**src/rtl/exu_muldiv_if.sv**
```systemverilog
// exu_muldiv_if: request/response bundle between the execute stage and the
// multi-cycle RV64M multiply/divide unit.
interface exu_muldiv_if #(parameter int XLEN = 64);
  logic            valid_i;
  logic [2:0]      op_i;
  logic            word_i;
  logic [XLEN-1:0] opnum1_i;
  logic [XLEN-1:0] opnum2_i;
  logic            flush_i;
  logic            ready_o;
  logic            busy_o;
  logic            done_o;
  logic [XLEN-1:0] result_o;

  modport master (
    output valid_i, op_i, word_i, opnum1_i, opnum2_i, flush_i,
    input  ready_o, busy_o, done_o, result_o
  );

  modport slave (
    input  valid_i, op_i, word_i, opnum1_i, opnum2_i, flush_i,
    output ready_o, busy_o, done_o, result_o
  );
endinterface

```
**src/rtl/exu_muldiv.sv**
```systemverilog
// exu_muldiv: multi-cycle RV64M multiply/divide unit (radix-2 shift-add
// multiply, restoring divide, one bit per cycle on operand magnitudes).
// Optional feature macro: MULDIV_EARLY_OUT_EN -- divide-by-zero, signed
// overflow and multiplies with a zero operand finish one edge after accept.
module exu_muldiv #(
  parameter int XLEN = 64
) (
  input logic         clk,
  input logic         rst,
  exu_muldiv_if.slave bus
);
  localparam int CW = $clog2(XLEN);
  localparam logic [1:0] S_IDLE = 2'd0;
  localparam logic [1:0] S_CALC = 2'd1;
  localparam logic [1:0] S_DONE = 2'd2;

  function automatic logic [XLEN-1:0] sext32(input logic [XLEN-1:0] v);
    return {{(XLEN-32){v[31]}}, v[31:0]};
  endfunction

  logic [1:0]        state;
  logic [CW-1:0]     cnt;
  logic [XLEN-1:0]   result_q;
  logic              is_div_q, is_rem_q, is_high_q, word_q, neg_q, negr_q, dz_q;
  logic [XLEN-1:0]   dvnd_q;
  logic [2*XLEN-1:0] prod, mcand;
  logic [XLEN-1:0]   mplr, rem, quo, dvsr;

  logic              ready, accept;
  logic              in_mul, in_high, w, s1, s2, a_neg, b_neg;
  logic [XLEN-1:0]   a_ext, b_ext, a_mag, b_mag;
  logic              early;
  logic [XLEN-1:0]   early_res;

  logic [2*XLEN-1:0] prod_nxt, prod_s;
  logic [XLEN:0]     rem_sh, trial;
  logic [XLEN-1:0]   rem_nxt, quo_nxt, quo_s, rem_s, raw, final_res;

  assign ready        = (state == S_IDLE || state == S_DONE) && !bus.flush_i;
  assign accept       = bus.valid_i && ready;
  assign bus.ready_o  = ready;
  assign bus.busy_o   = (state == S_CALC);
  assign bus.done_o   = (state == S_DONE);
  assign bus.result_o = result_q;

  // Decode the incoming request: W narrowing, signedness and operand magnitudes.
  always_comb begin
    in_mul  = !bus.op_i[2];
    in_high = in_mul && (bus.op_i[1:0] != 2'b00);
    w       = bus.word_i && !in_high;
    s1      = (bus.op_i == 3'b001) || (bus.op_i == 3'b010) ||
              (bus.op_i == 3'b100) || (bus.op_i == 3'b110);
    s2      = (bus.op_i == 3'b001) || (bus.op_i == 3'b100) || (bus.op_i == 3'b110);
    if (w) begin
      a_ext = s1 ? sext32(bus.opnum1_i) : {{(XLEN-32){1'b0}}, bus.opnum1_i[31:0]};
      b_ext = s2 ? sext32(bus.opnum2_i) : {{(XLEN-32){1'b0}}, bus.opnum2_i[31:0]};
    end else begin
      a_ext = bus.opnum1_i;
      b_ext = bus.opnum2_i;
    end
    a_neg = s1 && a_ext[XLEN-1];
    b_neg = s2 && b_ext[XLEN-1];
    a_mag = a_neg ? -a_ext : a_ext;
    b_mag = b_neg ? -b_ext : b_ext;
  end

`ifdef MULDIV_EARLY_OUT_EN
  logic            dz_in, ovf_in;
  logic [XLEN-1:0] min_val, raw_early;

  // Detect trivially-resolved operations and form their architectural result.
  always_comb begin
    min_val   = w ? {{(XLEN-31){1'b1}}, 31'b0} : {1'b1, {(XLEN-1){1'b0}}};
    dz_in     = (b_ext == '0);
    ovf_in    = bus.op_i[2] && !bus.op_i[0] && (a_ext == min_val) && (b_ext == '1);
    early     = in_mul ? (a_ext == '0 || b_ext == '0) : (dz_in || ovf_in);
    raw_early = '0;
    if (!in_mul && dz_in)       raw_early = bus.op_i[1] ? a_ext : '1;
    else if (!in_mul && ovf_in) raw_early = bus.op_i[1] ? '0 : a_ext;
    early_res = w ? sext32(raw_early) : raw_early;
  end
`else
  assign early     = 1'b0;
  assign early_res = '0;
`endif

  // One shift-add and one restoring-divide step, plus the final sign fix-up.
  always_comb begin
    prod_nxt = prod + (mplr[0] ? mcand : '0);
    rem_sh   = {rem, quo[XLEN-1]};
    trial    = rem_sh - {1'b0, dvsr};
    if (!trial[XLEN]) begin
      rem_nxt = trial[XLEN-1:0];
      quo_nxt = {quo[XLEN-2:0], 1'b1};
    end else begin
      rem_nxt = rem_sh[XLEN-1:0];
      quo_nxt = {quo[XLEN-2:0], 1'b0};
    end
    prod_s = neg_q  ? -prod_nxt : prod_nxt;
    quo_s  = neg_q  ? -quo_nxt  : quo_nxt;
    rem_s  = negr_q ? -rem_nxt  : rem_nxt;
    if (!is_div_q)  raw = is_high_q ? prod_s[2*XLEN-1:XLEN] : prod_s[XLEN-1:0];
    else if (dz_q)  raw = is_rem_q ? dvnd_q : '1;
    else            raw = is_rem_q ? rem_s : quo_s;
    final_res = word_q ? sext32(raw) : raw;
  end

  // Control FSM and iteration datapath; operands are captured at accept.
  always_ff @(posedge clk or negedge rst) begin
    if (!rst) begin
      state     <= S_IDLE;
      cnt       <= '0;
      result_q  <= '0;
      is_div_q  <= 1'b0;
      is_rem_q  <= 1'b0;
      is_high_q <= 1'b0;
      word_q    <= 1'b0;
      neg_q     <= 1'b0;
      negr_q    <= 1'b0;
      dz_q      <= 1'b0;
      dvnd_q    <= '0;
      prod      <= '0;
      mcand     <= '0;
      mplr      <= '0;
      rem       <= '0;
      quo       <= '0;
      dvsr      <= '0;
    end else begin
      case (state)
        S_CALC: begin
          if (bus.flush_i) begin
            state <= S_IDLE;
            cnt   <= '0;
          end else begin
            prod  <= prod_nxt;
            mcand <= mcand << 1;
            mplr  <= mplr >> 1;
            rem   <= rem_nxt;
            quo   <= quo_nxt;
            if (cnt == (word_q ? CW'(31) : CW'(XLEN-1))) begin
              state    <= S_DONE;
              cnt      <= '0;
              result_q <= final_res;
            end else begin
              cnt <= cnt + 1'b1;
            end
          end
        end
        default: begin
          if (accept) begin
            is_div_q  <= !in_mul;
            is_rem_q  <= bus.op_i[1];
            is_high_q <= in_high;
            word_q    <= w;
            neg_q     <= a_neg ^ b_neg;
            negr_q    <= a_neg;
            dz_q      <= (b_ext == '0);
            dvnd_q    <= a_ext;
            prod      <= '0;
            mcand     <= {{XLEN{1'b0}}, a_mag};
            mplr      <= b_mag;
            rem       <= '0;
            quo       <= w ? (a_mag << (XLEN-32)) : a_mag;
            dvsr      <= b_mag;
            cnt       <= '0;
            if (early) begin
              state    <= S_DONE;
              result_q <= early_res;
            end else begin
              state <= S_CALC;
            end
          end else begin
            state <= S_IDLE;
          end
        end
      endcase
    end
  end
endmodule

```
**src/flat_wrapper.sv**
```systemverilog
// flat-port wrapper written by rule: the top's interface ports become plain ports
module exu_muldiv_flat 
#(
  parameter int XLEN = 64
)
  (clk, rst, bus_valid_i, bus_op_i, bus_word_i, bus_opnum1_i, bus_opnum2_i, bus_flush_i, bus_ready_o, bus_busy_o, bus_done_o, bus_result_o);
  exu_muldiv_if #(.XLEN(XLEN)) bus_i ();
  input logic clk;
  input logic rst;
  input wire logic [$bits(bus_i.valid_i)-1:0] bus_valid_i;
  input wire logic [$bits(bus_i.op_i)-1:0] bus_op_i;
  input wire logic [$bits(bus_i.word_i)-1:0] bus_word_i;
  input wire logic [$bits(bus_i.opnum1_i)-1:0] bus_opnum1_i;
  input wire logic [$bits(bus_i.opnum2_i)-1:0] bus_opnum2_i;
  input wire logic [$bits(bus_i.flush_i)-1:0] bus_flush_i;
  output wire logic [$bits(bus_i.ready_o)-1:0] bus_ready_o;
  output wire logic [$bits(bus_i.busy_o)-1:0] bus_busy_o;
  output wire logic [$bits(bus_i.done_o)-1:0] bus_done_o;
  output wire logic [$bits(bus_i.result_o)-1:0] bus_result_o;
  assign bus_i.valid_i = bus_valid_i;
  assign bus_i.op_i = bus_op_i;
  assign bus_i.word_i = bus_word_i;
  assign bus_i.opnum1_i = bus_opnum1_i;
  assign bus_i.opnum2_i = bus_opnum2_i;
  assign bus_i.flush_i = bus_flush_i;
  assign bus_ready_o = bus_i.ready_o;
  assign bus_busy_o = bus_i.busy_o;
  assign bus_done_o = bus_i.done_o;
  assign bus_result_o = bus_i.result_o;
  exu_muldiv #(.XLEN(XLEN)) u_core (.clk(clk), .rst(rst), .bus(bus_i));
endmodule
```
**config.mk**
```make
export PLATFORM = sky130hd
export DESIGN_NAME = exu_muldiv_flat
export DESIGN_NICKNAME = d
export VERILOG_FILES = /design/src/rtl/exu_muldiv_if.sv /design/src/rtl/exu_muldiv.sv /design/src/flat_wrapper.sv
export SDC_FILE = /design/constraint.sdc
export NUM_CORES = 2
export LEC_CHECK = 0
export ABC_AREA = 1
export CORE_MARGIN = 1
export CORE_UTILIZATION = 35
export CTS_BUF_LIST = sky130_fd_sc_hd__clkbuf_8
export DETAILED_ROUTE_END_ITERATION = 10
export PLACE_DENSITY = 0.57
export SLEW_MARGIN = 20
export SYNTH_ARGS = -nofsm -noshare
export SYNTH_HDL_FRONTEND = slang
export SYNTH_SLANG_ARGS = --single-unit
```
**constraint.sdc**
```tcl
create_clock -name clk -period 6.45 [get_ports clk]
set_input_delay 1.29 -clock clk [delete_from_list [all_inputs] [get_ports clk]]
set_output_delay 1.29 -clock clk [all_outputs]
set_load 0.01 [all_outputs]
```
==> results.ini <==
[status]
outcome=complete, no violations

[place]
hpwl_mm=293
gp_congestion=1.07
placed_area_sq_um=69700
numPortBuffers=202

[synth]
syn_area_per_cell_sq_um=5.74
yosys_warnings=0
syn_area_sq_um=63400
ys_async_sr_fraction_pct=100
synth_cell_type_count=65
synth_edf_count=0
synth_seq_cells=655
synth_fp_nets=11380
synth_ff_type=dfrtp_1
ys_seq_area_share_pct=25.9
syn_inst=11045

[final_layout]
fin_nets=11706
multi_input_area_sq_um=39000
regArea_sq_um=16400
fill_cells=19984
area_delta_synth_final_pct=14.6
fin_area_sq_um=72600
drive_above_1_share_pct=6.68

[power_and_ir_drop]
p_int_mw=13.7
post-layout-total-power_mw=32.9
seq_power_share_pct=18.1
p_per_area_nw_per_um2=452
sw_frac_of_total_pct=58.2
max-vdd-ir-drop_uv=369
switching_power_mw=19.1
clkPwrFrac_pct=15.2
p_leak_nw=39.7
comb_power_share_pct=66.7

[critical_path]
reg2reg_slack_ns=0.20
r2r-end=u_core.bus.result_o[16]$_DFFE_PN0P_
critPathMaxStageDelay_ns=0.90
ff2ff_path_depth=27
cp-end-kind=flip-flop
worstPathRequired_ns=7.28
start_kind=input pin
worst_ep_arrival_time_ns=7.12
rr_startpoint=u_core.mplr[0]$_DFFE_PN0P_
crit_top_cell=nor2_1
path_cells=clkdlybuf4s50_1, inv_1, o21ai_0, nor2_1, buf_4, nor3_4, a21oi_1, inv_1, nor4_1, nand3_1, nor2_1, inv_1, nor2_1, inv_1, nor2_1, nand2_1, nor2_1, nand3_1, o21ai_1, xor2_1, nand2_1, nand2_1, nand2_1
crit_type=input pin to flip-flop
critPathMaxFanout=4
critical_path.top_delay_family=simple AND/OR/NAND/NOR gates
critPathBufInv=6
crit_slowest_cell=nor4_1

[floorplan]
rows=155
pin_count=203
die_h_um=428
initial_core_util_pct=35.4
die_area_sq_um=183000
core-area_sq_um=179000
die_width_um=428

[grt]
grt_pass1_vias=70675
grt_usage_pct=37.8
grt_overflow=0
antenna_found_initial=11
grt_pass1_wl_mm=494
grt_max_degree=151

[clock_tree]
post-cts-setup-buffer-count=0
clockRootBuffer=clkbuf_8
cts_tree=done
cts_sinks=655
clock_latency_ns=0.97
cts.path.max_buffers=3
hold_buffers=0
ctsResizeCount=0
numCtsBuffers=138
clk_pin_slew_ns=0.06
htree_num_levels=4

[sta]
slew_headroom_pct=23.1
finalHoldViolCount=0
skew_ns=0.0545
fin_setup_tns_ns=0
tightest_slew_ns=1.14
setup_viol=0
fin_crit_ns=6.29
finalMaxSlewViolations=0
rsz0062_at_grt=no
period_share_pct=97.6
fmax_mhz=159

[drt]
post_drt_wl_per_cell_um=25.6
routed_wl_mm=354
routed_via_density=5.38
detail-route-antenna-nets=0
drc=0
first_pass_iters=9
drt_iter0_drc=8228
dr_total_vias=74398

[run]
max_cap_violations=0

[hold_path]
min_path_type=input pin to asynchronous set/reset pin

==> Yosys cell counts, drive strengths merged, types with 2 or more instances <==
cell | number | share of area (%)
nand2 | 3973 | 24
inv | 1758 | 10
nor2 | 1139 | 6.9
o21ai | 866 | 6.9
dfrtp | 655 | 26
a21oi | 627 | 5.0
nand3 | 623 | 5.0
clkbuf | 266 | 1.6
ha | 197 | 3.9
nor3 | 130 | 1.1
xor2 | 123 | 1.7
nand4 | 120 | 1.2
buf | 75 | 0.74
o22ai | 52 | 0.51
o211ai | 51 | 0.60
o31ai | 47 | 0.56
or2 | 45 | 0.44
xnor2 | 45 | 0.62
nand3b | 44 | 0.52
o21bai | 36 | 0.44
nor4 | 32 | 0.33
a21boi | 30 | 0.50
a31oi | 17 | 0.17
a22oi | 16 | 0.19
o221ai | 15 | 0.21
and2 | 11 | 0.11
o21a | 10 | 0.12
a21o | 9 | 0.11
a2bb2oi | 8 | 0.11
clkinv | 5 | 0.030
and3 | 4 | 0.039
nor3b | 4 | 0.047
fa | 2 | 0.063
o211a | 2 | 0.032
==> power groups by stage <==
stage	Combinational [mW]	Sequential, mW	Clock, mW
floorplan	13.1	5.58	0
global placement	21.2	5.96	0
detailed placement	21.3	5.98	0
CTS	21.4	5.92	5.07
global route	23.6	6.04	5.22
finish	21.9	5.96	4.98
==> worst register-to-register path, cell delays in order, from the launching register on <==
cell and delay [ns]:
dfrtp_4 0.46, nand2_1 0.15, inv_1 0.09, ha_1 0.32, inv_1 0.10, fa_1 0.45, inv_1 0.19, nand3_1 0.12
nand2_1 0.22, nand2_1 0.09, nand3_1 0.30, nand2_1 0.09, nand2_1 0.27, nand2_1 0.10, nor2_1 0.17, nand2_1 0.15
nor2_1 0.20, nand3_1 0.34, nor2_1 0.27, nand3_1 0.20, nand2_1 0.14, nand4_2 0.27, buf_4 0.27, o21ai_0 0.44
buf_4 0.25, nand2_1 0.09, a22oi_1 0.26, o21ai_0 0.12
==> final cells by class <==
class | instances | share of cell area [%]
Multi-Input combinational cell | 8286 | 53.7
Sequential cell | 655 | 22.6
Inverter | 1763 | 9.14
Timing Repair Buffer | 527 | 6.49
Tap cell | 2355 | 4.06
Clock buffer | 168 | 3.18
Clock inverter | 69 | 0.829
Antenna cell | 7 | 0.0241
==> routing by layer <==
| metal | global-route usage (%) | share of wire, % | up-vias |
|---|---|---|---|
| met3 | 4.29 | 5.8 | 814 |
| met4 | 29.0 | 8.9 | 0 |
| met1 | 45.6 | 40 | 35092 |
| li1 | - | - | 35424 |
| met2 | 61.7 | 46 | 3068 |
| met5 | 0 | 0 | - |
==> worst max-delay path by stage <==
stage	to	cells past startpoint	startpoint	slack (ns)
final	u_core.mcand[61]$_DFFE_PN0P_	23	bus_op_i[2]	0.16
after CTS	u_core.mcand[61]$_DFFE_PN0P_	24	bus_op_i[2]	0.41
after detailed placement	u_core.mcand[61]$_DFFE_PN0P_	24	bus_op_i[2]	-0.59
after global placement	u_core.mcand[61]$_DFFE_PN0P_	24	bus_op_i[2]	-0.64
after floorplan	u_core.bus.result_o[52]$_DFFE_PN0P_	38	u_core.dvsr[0]$_DFFE_PN0P_	1.57
after global routing	u_core.bus.result_o[52]$_DFFE_PN0P_	37	u_core.quo[63]$_DFFE_PN0P_	0.07
==> layout by cell type, fill, tap and decap left out, drive strengths merged, types with 123 or more instances in the layout <==
cell           Yosys  layout
nand2           3973    3973
inv             1758    1801
nor2            1139    1139
o21ai            866     866
dfrtp            655     655
a21oi            627     627
nand3            623     623
buf               75     326
clkdlybuf4s50      0     201
ha               197     197
clkbuf           266     168
nor3             130     130
xor2             123     123
==> logic make-up (layout without fill, tap and decap cells) <==
group | Yosys count | in the layout | share of synthesized area [%]
AOI/OAI and AO/OA | 1791 | 1791 | 15.6
xor gates and xnor gates | 168 | 168 | 2.33
adders and majority gates | 199 | 199 | 3.95
buffers and inverters | 2104 | 2527 | 12.8
DFF | 655 | 655 | 25.9
other | 0 | 7 | 0
and+or+nand+nor | 6128 | 6128 | 39.5
==> sequential cells by signal, indices dropped and copies added, names as in the netlist <==
signal / flops
u_core.bus.result_o: 64
u_core.mcand: 128
u_core.neg_q: 1
u_core.rem: 64
u_core.dvsr: 64
u_core.dz_q: 1
u_core.quo: 64
u_core.mplr: 64
u_core.is_rem_q: 1
u_core.word_q: 1
u_core.state: 2
u_core.negr_q: 1
u_core.cnt: 6
u_core.dvnd_q: 64
u_core.prod: 128
u_core.is_high_q: 1
u_core.is_div_q: 1
==> stage by stage <==
stage	hold slack [ns]	cells	worst slack (ns)	util, %
after detailed placement	0.463	13586	-0.587	38.9
after CTS	0.291	13823	0.412	40.5
after floorplan	0.444	11045	1.57	-
final	0.335	13830	0.158	40.5
after global placement	0.461	13586	-0.644	38.9
after global routing	0.338	13828	0.0724	40.5
No activity file was read; power rests on OpenSTA's default activity.
